## config.mk

```make
export PLATFORM = sky130hd
export DESIGN_NAME = lcd_frame_writer_flat
export DESIGN_NICKNAME = d
export VERILOG_FILES = /design/src/rtl/lcd_pkg.sv /design/src/rtl/lcd_frame_writer_if.sv /design/src/rtl/lcd_frame_buffer.sv /design/src/rtl/lcd_frame_writer.sv /design/src/flat_wrapper.sv
export SDC_FILE = /design/constraint.sdc
export NUM_CORES = 1
export LEC_CHECK = 0
export CAP_MARGIN = 30
export CORE_MARGIN = 3
export CORE_UTILIZATION = 45
export DETAILED_ROUTE_END_ITERATION = 8
export GPL_TIMING_DRIVEN = 0
export PLACE_DENSITY_LB_ADDON = 0.2
export SYNTH_ARGS = -nofsm -noshare
export SYNTH_HDL_FRONTEND = slang
export SYNTH_SLANG_ARGS = --single-unit
```

## constraint.sdc

```tcl
create_clock -name clk -period 5.85 [get_ports clk]
set_input_delay 1.17 -clock clk [delete_from_list [all_inputs] [get_ports clk]]
set_output_delay 1.17 -clock clk [all_outputs]
set_load 0.1 [all_outputs]
```

## src/rtl/lcd_pkg.sv

```systemverilog
// Shared constants, state encoding and step-map helpers for the character-LCD
// frame writer.
package lcd_pkg;

   localparam logic [7:0]  LCD_CMD_LINE1  = 8'h80;
   localparam logic [7:0]  LCD_CMD_LINE2  = 8'hC0;
   localparam int unsigned LCD_CHARS      = 32;
   localparam logic [5:0]  LCD_LAST_STEP  = 6'd33;
   localparam logic [5:0]  LCD_LINE2_STEP = 6'd17;

   typedef enum logic [1:0] {
      IDLE,
      REQ,
      GAP
   } lcd_state_t;

   // Steps 0 and 17 are DDRAM address commands; every other step carries a character.
   function automatic logic step_is_cmd(input logic [5:0] step);
      return (step == 6'd0) || (step == LCD_LINE2_STEP);
   endfunction

   // Data steps 1..16 map to entries 0..15, steps 18..33 to entries 16..31.
   function automatic logic [4:0] step_to_index(input logic [5:0] step);
      logic [5:0] idx;
      idx = (step <= LCD_LINE2_STEP) ? (step - 6'd1) : (step - 6'd2);
      return idx[4:0];
   endfunction

endpackage

```

## src/rtl/lcd_frame_writer_if.sv

```systemverilog
// Avalon-MM write-only link between the frame writer (master) and the
// character-LCD controller (slave).
interface lcd_frame_writer_if;

   logic        lcd_address;
   logic        lcd_chipselect;
   logic        lcd_write;
   logic        lcd_read;
   logic [31:0] lcd_writedata;
   logic        lcd_waitrequest;

   modport master (
      output lcd_address,
      output lcd_chipselect,
      output lcd_write,
      output lcd_read,
      output lcd_writedata,
      input  lcd_waitrequest
   );

   modport slave (
      input  lcd_address,
      input  lcd_chipselect,
      input  lcd_write,
      input  lcd_read,
      input  lcd_writedata,
      output lcd_waitrequest
   );

endinterface

```

## src/rtl/lcd_frame_buffer.sv

```systemverilog
// 32x8 shadow character buffer: synchronous write, combinational read,
// every entry refilled with BLANK_CHAR on reset.
module lcd_frame_buffer
   import lcd_pkg::*;
#(
   parameter logic [7:0] BLANK_CHAR = 8'h20
) (
   input  logic       clk,
   input  logic       reset,
   input  logic       we,
   input  logic [4:0] waddr,
   input  logic [7:0] wdata,
   input  logic [4:0] raddr,
   output logic [7:0] rdata
);

   logic [7:0] mem [LCD_CHARS];

   always_ff @(posedge clk) begin
      if (reset) begin
         for (int unsigned i = 0; i < LCD_CHARS; i++) begin
            mem[i] <= BLANK_CHAR;
         end
      end else if (we) begin
         mem[waddr] <= wdata;
      end
   end

   assign rdata = mem[raddr];

endmodule

```

## src/rtl/lcd_frame_writer.sv

```systemverilog
// Avalon-MM master that redraws a 2x16 shadow frame onto the character LCD
// as 34 single-word writes (line-1 address, 16 chars, line-2 address, 16 chars).
module lcd_frame_writer
   import lcd_pkg::*;
#(
   parameter logic [7:0] BLANK_CHAR   = 8'h20,
   parameter bit         AUTO_REFRESH = 1'b1
) (
   input  logic                      clk,
   input  logic                      reset,
   input  logic                      buf_we,
   input  logic [4:0]                buf_addr,
   input  logic [7:0]                buf_wdata,
   input  logic                      refresh,
   output logic                      busy,
   output logic                      done,
   lcd_frame_writer_if.master        lcd
);

   lcd_state_t state_q, state_d;
   logic [5:0] step_q, step_d;
   logic       pending_q, pending_d;
   logic       done_q, done_d;
   logic       cs_q, cs_d;
   logic       rs_q, rs_d;
   logic [7:0] byte_q, byte_d;

   logic       start;
   logic       load;
   logic [5:0] issue_step;
   logic [7:0] rd_data;

   lcd_frame_buffer #(
      .BLANK_CHAR(BLANK_CHAR)
   ) u_frame_buffer (
      .clk   (clk),
      .reset (reset),
      .we    (buf_we),
      .waddr (buf_addr),
      .wdata (buf_wdata),
      .raddr (step_to_index(issue_step)),
      .rdata (rd_data)
   );

   // Step about to be issued; kept apart from the FSM so the buffer read does
   // not loop back through the next-state logic.
   always_comb begin
      issue_step = '0;
      if (state_q == GAP) begin
         issue_step = step_q + 6'd1;
      end
   end

   always_ff @(posedge clk) begin
      if (reset) begin
         state_q   <= IDLE;
         step_q    <= '0;
         pending_q <= 1'b0;
         done_q    <= 1'b0;
         cs_q      <= 1'b0;
         rs_q      <= 1'b0;
         byte_q    <= '0;
      end else begin
         state_q   <= state_d;
         step_q    <= step_d;
         pending_q <= pending_d;
         done_q    <= done_d;
         cs_q      <= cs_d;
         rs_q      <= rs_d;
         byte_q    <= byte_d;
      end
   end

   always_comb begin
      state_d = state_q;
      step_d  = step_q;
      cs_d    = cs_q;
      rs_d    = rs_q;
      byte_d  = byte_q;
      done_d  = 1'b0;
      start   = 1'b0;
      load    = 1'b0;

      unique case (state_q)
         IDLE: begin
            if (pending_q) begin
               start   = 1'b1;
               load    = 1'b1;
               step_d  = '0;
               state_d = REQ;
            end
         end
         REQ: begin
            // Drop chipselect on the completing edge so the slave does not restart.
            if (!lcd.lcd_waitrequest) begin
               cs_d = 1'b0;
               if (step_q == LCD_LAST_STEP) begin
                  done_d  = 1'b1;
                  state_d = IDLE;
               end else begin
                  state_d = GAP;
               end
            end
         end
         GAP: begin
            load    = 1'b1;
            step_d  = issue_step;
            state_d = REQ;
         end
         default: state_d = IDLE;
      endcase

      if (load) begin
         cs_d = 1'b1;
         rs_d = !step_is_cmd(issue_step);
         if (issue_step == 6'd0) begin
            byte_d = LCD_CMD_LINE1;
         end else if (issue_step == LCD_LINE2_STEP) begin
            byte_d = LCD_CMD_LINE2;
         end else begin
            byte_d = rd_data;
         end
      end
   end

   // A request landing on the start cycle survives so it is not lost.
   always_comb begin
      pending_d = pending_q & ~start;
      if (refresh || (AUTO_REFRESH && buf_we)) begin
         pending_d = 1'b1;
      end
   end

   assign busy               = (state_q != IDLE);
   assign done               = done_q;
   assign lcd.lcd_address    = rs_q;
   assign lcd.lcd_chipselect = cs_q;
   assign lcd.lcd_write      = cs_q;
   assign lcd.lcd_read       = 1'b0;
   assign lcd.lcd_writedata  = {24'h0, byte_q};

endmodule

```

## src/flat_wrapper.sv

```systemverilog
// flat-port wrapper written by rule: the top's interface ports become plain ports
module lcd_frame_writer_flat import lcd_pkg::*;
#(
   parameter logic [7:0] BLANK_CHAR   = 8'h20,
   parameter bit         AUTO_REFRESH = 1'b1
)
  (clk, reset, buf_we, buf_addr, buf_wdata, refresh, busy, done, lcd_lcd_address, lcd_lcd_chipselect, lcd_lcd_write, lcd_lcd_read, lcd_lcd_writedata, lcd_lcd_waitrequest);
  lcd_frame_writer_if lcd_i ();
  input  logic clk;
  input  logic reset;
  input  logic buf_we;
  input  logic [4:0] buf_addr;
  input  logic [7:0] buf_wdata;
  input  logic refresh;
  output logic busy;
  output logic done;
  output wire logic [$bits(lcd_i.lcd_address)-1:0] lcd_lcd_address;
  output wire logic [$bits(lcd_i.lcd_chipselect)-1:0] lcd_lcd_chipselect;
  output wire logic [$bits(lcd_i.lcd_write)-1:0] lcd_lcd_write;
  output wire logic [$bits(lcd_i.lcd_read)-1:0] lcd_lcd_read;
  output wire logic [$bits(lcd_i.lcd_writedata)-1:0] lcd_lcd_writedata;
  input wire logic [$bits(lcd_i.lcd_waitrequest)-1:0] lcd_lcd_waitrequest;
  assign lcd_lcd_address = lcd_i.lcd_address;
  assign lcd_lcd_chipselect = lcd_i.lcd_chipselect;
  assign lcd_lcd_write = lcd_i.lcd_write;
  assign lcd_lcd_read = lcd_i.lcd_read;
  assign lcd_lcd_writedata = lcd_i.lcd_writedata;
  assign lcd_i.lcd_waitrequest = lcd_lcd_waitrequest;
  lcd_frame_writer #(.BLANK_CHAR(BLANK_CHAR), .AUTO_REFRESH(AUTO_REFRESH)) u_core (.clk(clk), .reset(reset), .buf_we(buf_we), .buf_addr(buf_addr), .buf_wdata(buf_wdata), .refresh(refresh), .busy(busy), .done(done), .lcd(lcd_i));
endmodule
```

; ---- Word level (Yosys, flattened, before mapping)
; Memories as Yosys holds them, arrays and structs flattened.
; Cells that the tools add are included.
[classes]
n_addsub = 3
mul = 0
n_div = 0
n_lt_le_gt_ge = 1
n_eq_ne = 7
shifts = 0
muxes = 26
bitwise = 3
reduce_logical = 13
[op_table]
columns = op, count
row1 = two-way mux 8 bit, 3
row2 = two-way mux 1 bit, 13
row3 = two-way mux 6 bit, 2
row4 = one-hot mux 6 bit (2 select lines), 1
row5 = two-way mux 5 bit, 2
row6 = OR reduction 8 bit, 1
row7 = adder 6 x 1 -> 6 bit (second input constant), 1
row8 = equality test 6 x 5 -> 1 bit (second input constant), 1
row9 = equality test 6 bit (second input constant), 1
row10 = <= comparator 6 x 5 -> 1 bit (second input constant), 1
row11 = zero test 6 bit, 1
row12 = two-way mux 2 bit, 3
row13 = one-hot mux 2 bit (3 select lines), 1
row14 = AND reduction 2 bit, 3
row15 = nonzero test 2 bit, 3
row16 = subtractor 5 x 1 -> 5 bit (second input constant), 1
row17 = subtractor 5 x 2 -> 5 bit (second input constant), 1
row18 = inequality test 2 x 1 -> 1 bit (second input constant), 2
row19 = OR reduction 3 bit, 1
row20 = equality test 2 x 1 -> 1 bit (second input constant), 1
row21 = equality test 2 bit (second input constant), 1
row22 = zero test 2 bit, 1
row23 = logical OR 1 bit, 2
row24 = inequality test 2 bit (second input constant), 1
row25 = 4 further kinds, 5
[totals]
regBits = 20
latchBits = 0
ram_bits = 256
rom_bits = 0
inputBits = 18
output_inout_bits = 38
memories = 1
[memory_table]
columns = name, words, word_bits, rd, rd_ports_with_merged_regs, wr, line
row1 = u_core.u_frame_buffer.mem, 32, 8, 1, 0, 32, lcd_frame_buffer.sv:17  ; logic [7:0] mem [LCD_CHARS];

; ---- Logic depth before layout (Yosys ltp)
; An unclocked memory read counts as a cell.
[logic_depth]
word_depth = 7
mapped_depth = 18

; ---- Modules after synthesis
; From an unflattened synthesis, not the netlist that was laid out.
[unflattened]
cells_unflattened = 920
area_unflattened_um2 = 13372.8
[by_module_without_submodules]
columns = mod, instances, cells_per_inst, area_each_um2
row1 = lcd_frame_buffer, 1, 733, 11847.6
row2 = lcd_frame_writer, 1, 187, 1525.2

; ---- Worst setup path before layout
; No wires, ideal clock.
[synth_path]
path_kind = register -> register
start = register u_core.state_q[0]
end = register u_core.byte_q[2]
setup_ns = 0.132
arrival_ns = 3.590
required_time_ns = 5.718
path_slack_ns = 2.128
stages_incl_launch_ff = 18
n_path_buf = 6
synth_period_minus_slack_ns = 3.722
cell_sequence = dfxtp_1 buf_6 and2b_4 nand2b_1 clkbuf_1 buf_1 ha_1 nor2_1 a21oi_1 a21oi_1 buf_2 nor3_1 a21o_1 buf_2 buf_2 mux2_2 a22oi_1 o211ai_1
[synth_via]
elab_chain_cells = 7
elab_cells_between_ends = 13
cone_classes = 2 x add/sub / 1 x order compare / 2 x eq/ne / 5 x mux / 2 x reduce/logical / 1 x memory
[synth_rtl]
columns = item, line
row1 = start: declaration, lcd_frame_writer.sv:20  ; lcd_state_t state_q, state_d;
row2 = start signal: assignment, lcd_frame_writer.sv:64  ; state_q <= state_d;
row3 = equality test 2 bit, "lcd_frame_writer.sv:49, lcd_frame_writer.sv:84"
row4 = two-way mux 6 bit, lcd_frame_writer.sv:49  ; if (state_q == GAP) begin
row5 = "subtractor 5 x 2 -> 5 bit, or another cell as far along", lcd_pkg.sv:25  ; idx = (step <= LCD_LINE2_STEP) ? (step - 6'd1) : (step - 6'd2);
row6 = two-way mux 5 bit, lcd_pkg.sv:25
row7 = memory read (32 x 8 bit), -
row8 = two-way mux 8 bit, lcd_frame_writer.sv:118  ; end else if (issue_step == LCD_LINE2_STEP) begin
row9 = two-way mux 8 bit, lcd_frame_writer.sv:116  ; if (issue_step == 6'd0) begin
row10 = end signal: assignment, lcd_frame_writer.sv:70  ; byte_q <= byte_d;
row11 = end: declaration, lcd_frame_writer.sv:26  ; logic [7:0] byte_q, byte_d;
; Parallel ways exist; a longest one is shown, timed or not.
; A chain may end at the register's enable or synchronous reset.

; ---- Worst setup path in the final report
[layout_path]
start = register u_core.state_q[0]
end = register u_core.byte_q[7]
; The elaborated chain is that of the path after synthesis.

==> results.json <==
{
  "layout.filler_cells": 2710,
  "cell_row_count": 64,
  "clkTransAtPathRegs_ps": 70,
  "total_routing_resource_utilization_after_global_routing_pct": 26.5,
  "syn-cell-area_sq_mm": 0.0143,
  "met1_length_um": 18400,
  "slew_viol_final": 0,
  "cts_tree": "built",
  "post_synth_mux_area_share_pct": 9.21,
  "fp.dieW_um": 184,
  "synth_enable_flop_cells": 256,
  "fp.coreArea_sq_mm": 0.0310,
  "max-cap-violations": 0,
  "synth-async-reset-ratio_pct": 0,
  "grt_setup_unrepaired": "false",
  "path_cells": "buf_6, and2b_4, nand2b_1, clkbuf_1, buf_1, ha_1, nor2_1, a21oi_1, a21oi_1, o21ai_1, o21ai_1, a211oi_1, a2111oi_0, or4_1, o211a_1",
  "drive_above_1_share_pct": 12.0,
  "max-vdd-ir-drop_mv": 0.222,
  "seq_area_frac_synth_pct": 56.5,
  "worst_setup_path_start_kind": "register",
  "setup.reg_to_reg.worst_slack_ps": 400,
  "postSynth.topFlopCell": "sky130_fd_sc_hd__edfxtp_1",
  "total_power_mw": 4.48,
  "cts.root.buffer_cell": "sky130_fd_sc_hd__clkbuf_16",
  "total_leakage_power_nw": 5.71,
  "synth_top_family_by_area": "simple AND/OR/NAND/NOR gates",
  "crit_fanout": 11,
  "htree_levels": 1,
  "grt.overflow.total": 0,
  "multiInputGateArea_sq_mm": 0.00574,
  "clock.fmax_mhz": 183,
  "critical_path.slowest_cell": "sky130_fd_sc_hd__buf_1",
  "antenna_cells": 0,
  "num_vias": 10300,
  "clock_skew_ps": 18.5,
  "post_synth_inst_count": 1219,
  "yosys.area_share.adder_pct": 0.612,
  "timing.rr.start": "u_core.state_q[0]",
  "worst_setup_path_class": "reg2reg",
  "clkLatencyLatePin_ps": 570,
  "routedWlPerCell_um": 26.5,
  "resized_after_cts": 0,
  "floorplan.initialDensity_pct": 46.2,
  "timing.slew.headroom_pct": 23.1,
  "die_area_sq_mm": 0.0340,
  "nets": 1329,
  "pin_count_of_the_biggest_net_entering_global_routing": 15,
  "top_signal_layer_used": "met4",
  "final_common_cell": "sky130_fd_sc_hd__edfxtp_1",
  "final_antenna_violating_net_count": 0,
  "clock-sinks": 276,
  "hold_violations": 0,
  "grt_pass1_wl_um": 65400,
  "synth_cell_type_count": 72,
  "run_status": "complete, no violations",
  "hold_path_class": "reg2reg",
  "detail_route.drc_violations": 0,
  "numPortBuffers": 30,
  "layout.cells.most_common_list": "sky130_fd_sc_hd__edfxtp_1, sky130_fd_sc_hd__and2_1, sky130_fd_sc_hd__mux2i_1",
  "worst_slack_ps": 399,
  "worstHoldPathCells": 2,
  "max_root_sink_buffers": 3,
  "fin_crit_ps": 5450,
  "wl_met3_um": 4040,
  "die_ht_um": 184,
  "finalHoldWorstSlack_ps": 465,
  "postCtsSetupRepairBufs": 0,
  "critical-path-max-stage-delay_ps": 660,
  "areaGrowthSynthToFinish_pct": 12.2,
  "detailroute.wirelength.met2_um": 20800,
  "drt_iter0_drc": 1174,
  "grt_pass1_vias": 9866,
  "io_pins": 56,
  "drtPass1Iterations": 5,
  "synth_xor_xnor_area_share_pct": 0.481,
  "worst_ep_required_time_ps": 6310,
  "cts-hold-fix-buffers": 0,
  "route.detailed.vias_per_inst": 5.98,
  "worst-endpoint-arrival_ps": 5910,
  "hold_path_end": "u_core.lcd.lcd_address",
  "post_synth_and_or_nand_nor_area_fraction_pct": 20.8,
  "worstMarginPinSlew_ps": 1140,
  "power_density_mw_per_mm2": 279,
  "ys_ff_latch": 276,
  "ys_warn_count": 0,
  "r2r-end": "u_core.byte_q[7]",
  "grt_antenna_before_repair": 1,
  "gp_congestion": 0.950,
  "dp_hpwl_um": 32800,
  "finalWirelength_um": 45600,
  "final.period_utilization_pct": 93.2,
  "worst_r2r_path_depth": 15,
  "hold_path.startpoint": "u_core.lcd.lcd_address",
  "complex_gate_fraction_of_the_synthesized_area_pct": 8.27,
  "final-seq-area_sq_mm": 0.00809,
  "setup_viol": 0,
  "kind_of_capture_point_of_the_worst_setup_path": "register",
  "preCtsSetupSlack_ps": 670,
  "synthesized_area_per_cell_sq_um": 11.7,
  "cts-buffers-inserted": 29,
  "finalSetupTns_ps": 0
}
## cells by family (layout without fill, tap and decap cells)
logic type | Yosys count | after routing
muxes | 121 | 121
adders and majority gates | 7 | 7
and+or+nand+nor | 535 | 535
other | 1 | 25
xor gates and xnor gates | 7 | 7
buffers and inverters | 109 | 191
AOI/OAI and AO/OA | 163 | 163
DFF | 276 | 276
## flip-flops by register name, indices dropped and copies added (netlist names)
signal                     count
u_core.byte_q                  8
u_core.u_frame_buffer.mem    256
u_core.pending_q               1
u_core.lcd.lcd_address         1
u_core.state_q                 2
u_core.lcd.lcd_chipselect      1
u_core.step_q                  6
u_core.done                    1
## where the power goes
group | internal, mW | total [mW] | leakage (nW) | switching, mW
combinational | 0.131 | 0.463 | 2.68 | 0.333
clock | 0.948 | 1.72 | 0.412 | 0.771
sequential | 2.26 | 2.30 | 2.62 | 0.0458
## synthesized netlist by cell type, types with 5 or more instances
master | n | area, sq um
sky130_fd_sc_hd__a311oi_1 | 10 | 87.6
sky130_fd_sc_hd__o211ai_1 | 10 | 75.1
sky130_fd_sc_hd__o221ai_1 | 8 | 70.1
sky130_fd_sc_hd__nor4_1 | 5 | 31.3
sky130_fd_sc_hd__nor2b_1 | 13 | 81.3
sky130_fd_sc_hd__o22ai_1 | 15 | 93.8
sky130_fd_sc_hd__buf_2 | 13 | 65.1
sky130_fd_sc_hd__mux2i_1 | 98 | 981
sky130_fd_sc_hd__mux2_2 | 16 | 180
sky130_fd_sc_hd__or2_2 | 35 | 219
sky130_fd_sc_hd__a211oi_1 | 21 | 158
sky130_fd_sc_hd__nor3_1 | 8 | 40.0
sky130_fd_sc_hd__a22oi_1 | 11 | 82.6
sky130_fd_sc_hd__dfxtp_1 | 20 | 400
sky130_fd_sc_hd__o21ai_0 | 23 | 115
sky130_fd_sc_hd__nand3_1 | 17 | 85.1
sky130_fd_sc_hd__edfxtp_1 | 256 | 7690
sky130_fd_sc_hd__buf_4 | 32 | 240
sky130_fd_sc_hd__nand2b_1 | 8 | 50.1
sky130_fd_sc_hd__ha_1 | 7 | 87.6
sky130_fd_sc_hd__clkbuf_1 | 49 | 184
sky130_fd_sc_hd__buf_6 | 5 | 56.3
sky130_fd_sc_hd__nor3b_1 | 5 | 37.5
sky130_fd_sc_hd__buf_1 | 6 | 22.5
sky130_fd_sc_hd__nand4_1 | 9 | 56.3
sky130_fd_sc_hd__nor2_1 | 73 | 274
sky130_fd_sc_hd__and2_1 | 230 | 1440
sky130_fd_sc_hd__or3_1 | 36 | 225
sky130_fd_sc_hd__nand3b_1 | 5 | 37.5
sky130_fd_sc_hd__mux4_2 | 7 | 158
sky130_fd_sc_hd__a21oi_1 | 19 | 95.1
sky130_fd_sc_hd__nand2_1 | 78 | 293
## through the flow
stage	util [%]	instance area (sq um)	std cells
global placement	49.1	15200	1669
floorplan	-	14400	1243
finish	51.8	16100	1721
detailed placement	49.1	15200	1669
global route	51.8	16100	1721
CTS	51.8	16100	1721
## how the worst max path moves through the flow
stage / from / end / slack, ps / cells after the start
global placement: u_core.state_q[0] / u_core.byte_q[7] / 660 / 15
CTS: u_core.state_q[0] / u_core.byte_q[7] / 650 / 15
global route: u_core.state_q[0] / u_core.byte_q[7] / 360 / 15
detailed placement: u_core.state_q[0] / u_core.byte_q[7] / 670 / 15
floorplan: u_core.state_q[0] / u_core.byte_q[2] / 2130 / 17
finish: u_core.state_q[0] / u_core.byte_q[7] / 400 / 15
## critical path: cells and delay by family, from the launching register on
kind / cells / cell delay (ps)
compound gates: 7 / 2410
flops: 1 / 320
simple gates: 4 / 920
fa+ha+maj: 1 / 400
buf+inv: 3 / 1280
## cell type report
cell class / count / share of cell area (%)
buffer: 105 / 3.54
clock buffer: 36 / 4.68
clock inverter: 16 / 0.639
inverter: 4 / 0.0935
multi-input combinational: 858 / 35.7
sequential: 276 / 50.4
tap: 396 / 3.09
timing repair buffer: 30 / 1.87
## routing by layer
metal | track usage [%] | vias up
li1 | - | 4566
met1 | 36.7 | 5068
met2 | 42.2 | 535
met3 | 3.51 | 123
met4 | 11.6 | 0
met5 | 0 | -
No activity file was read; power rests on OpenSTA's default activity.
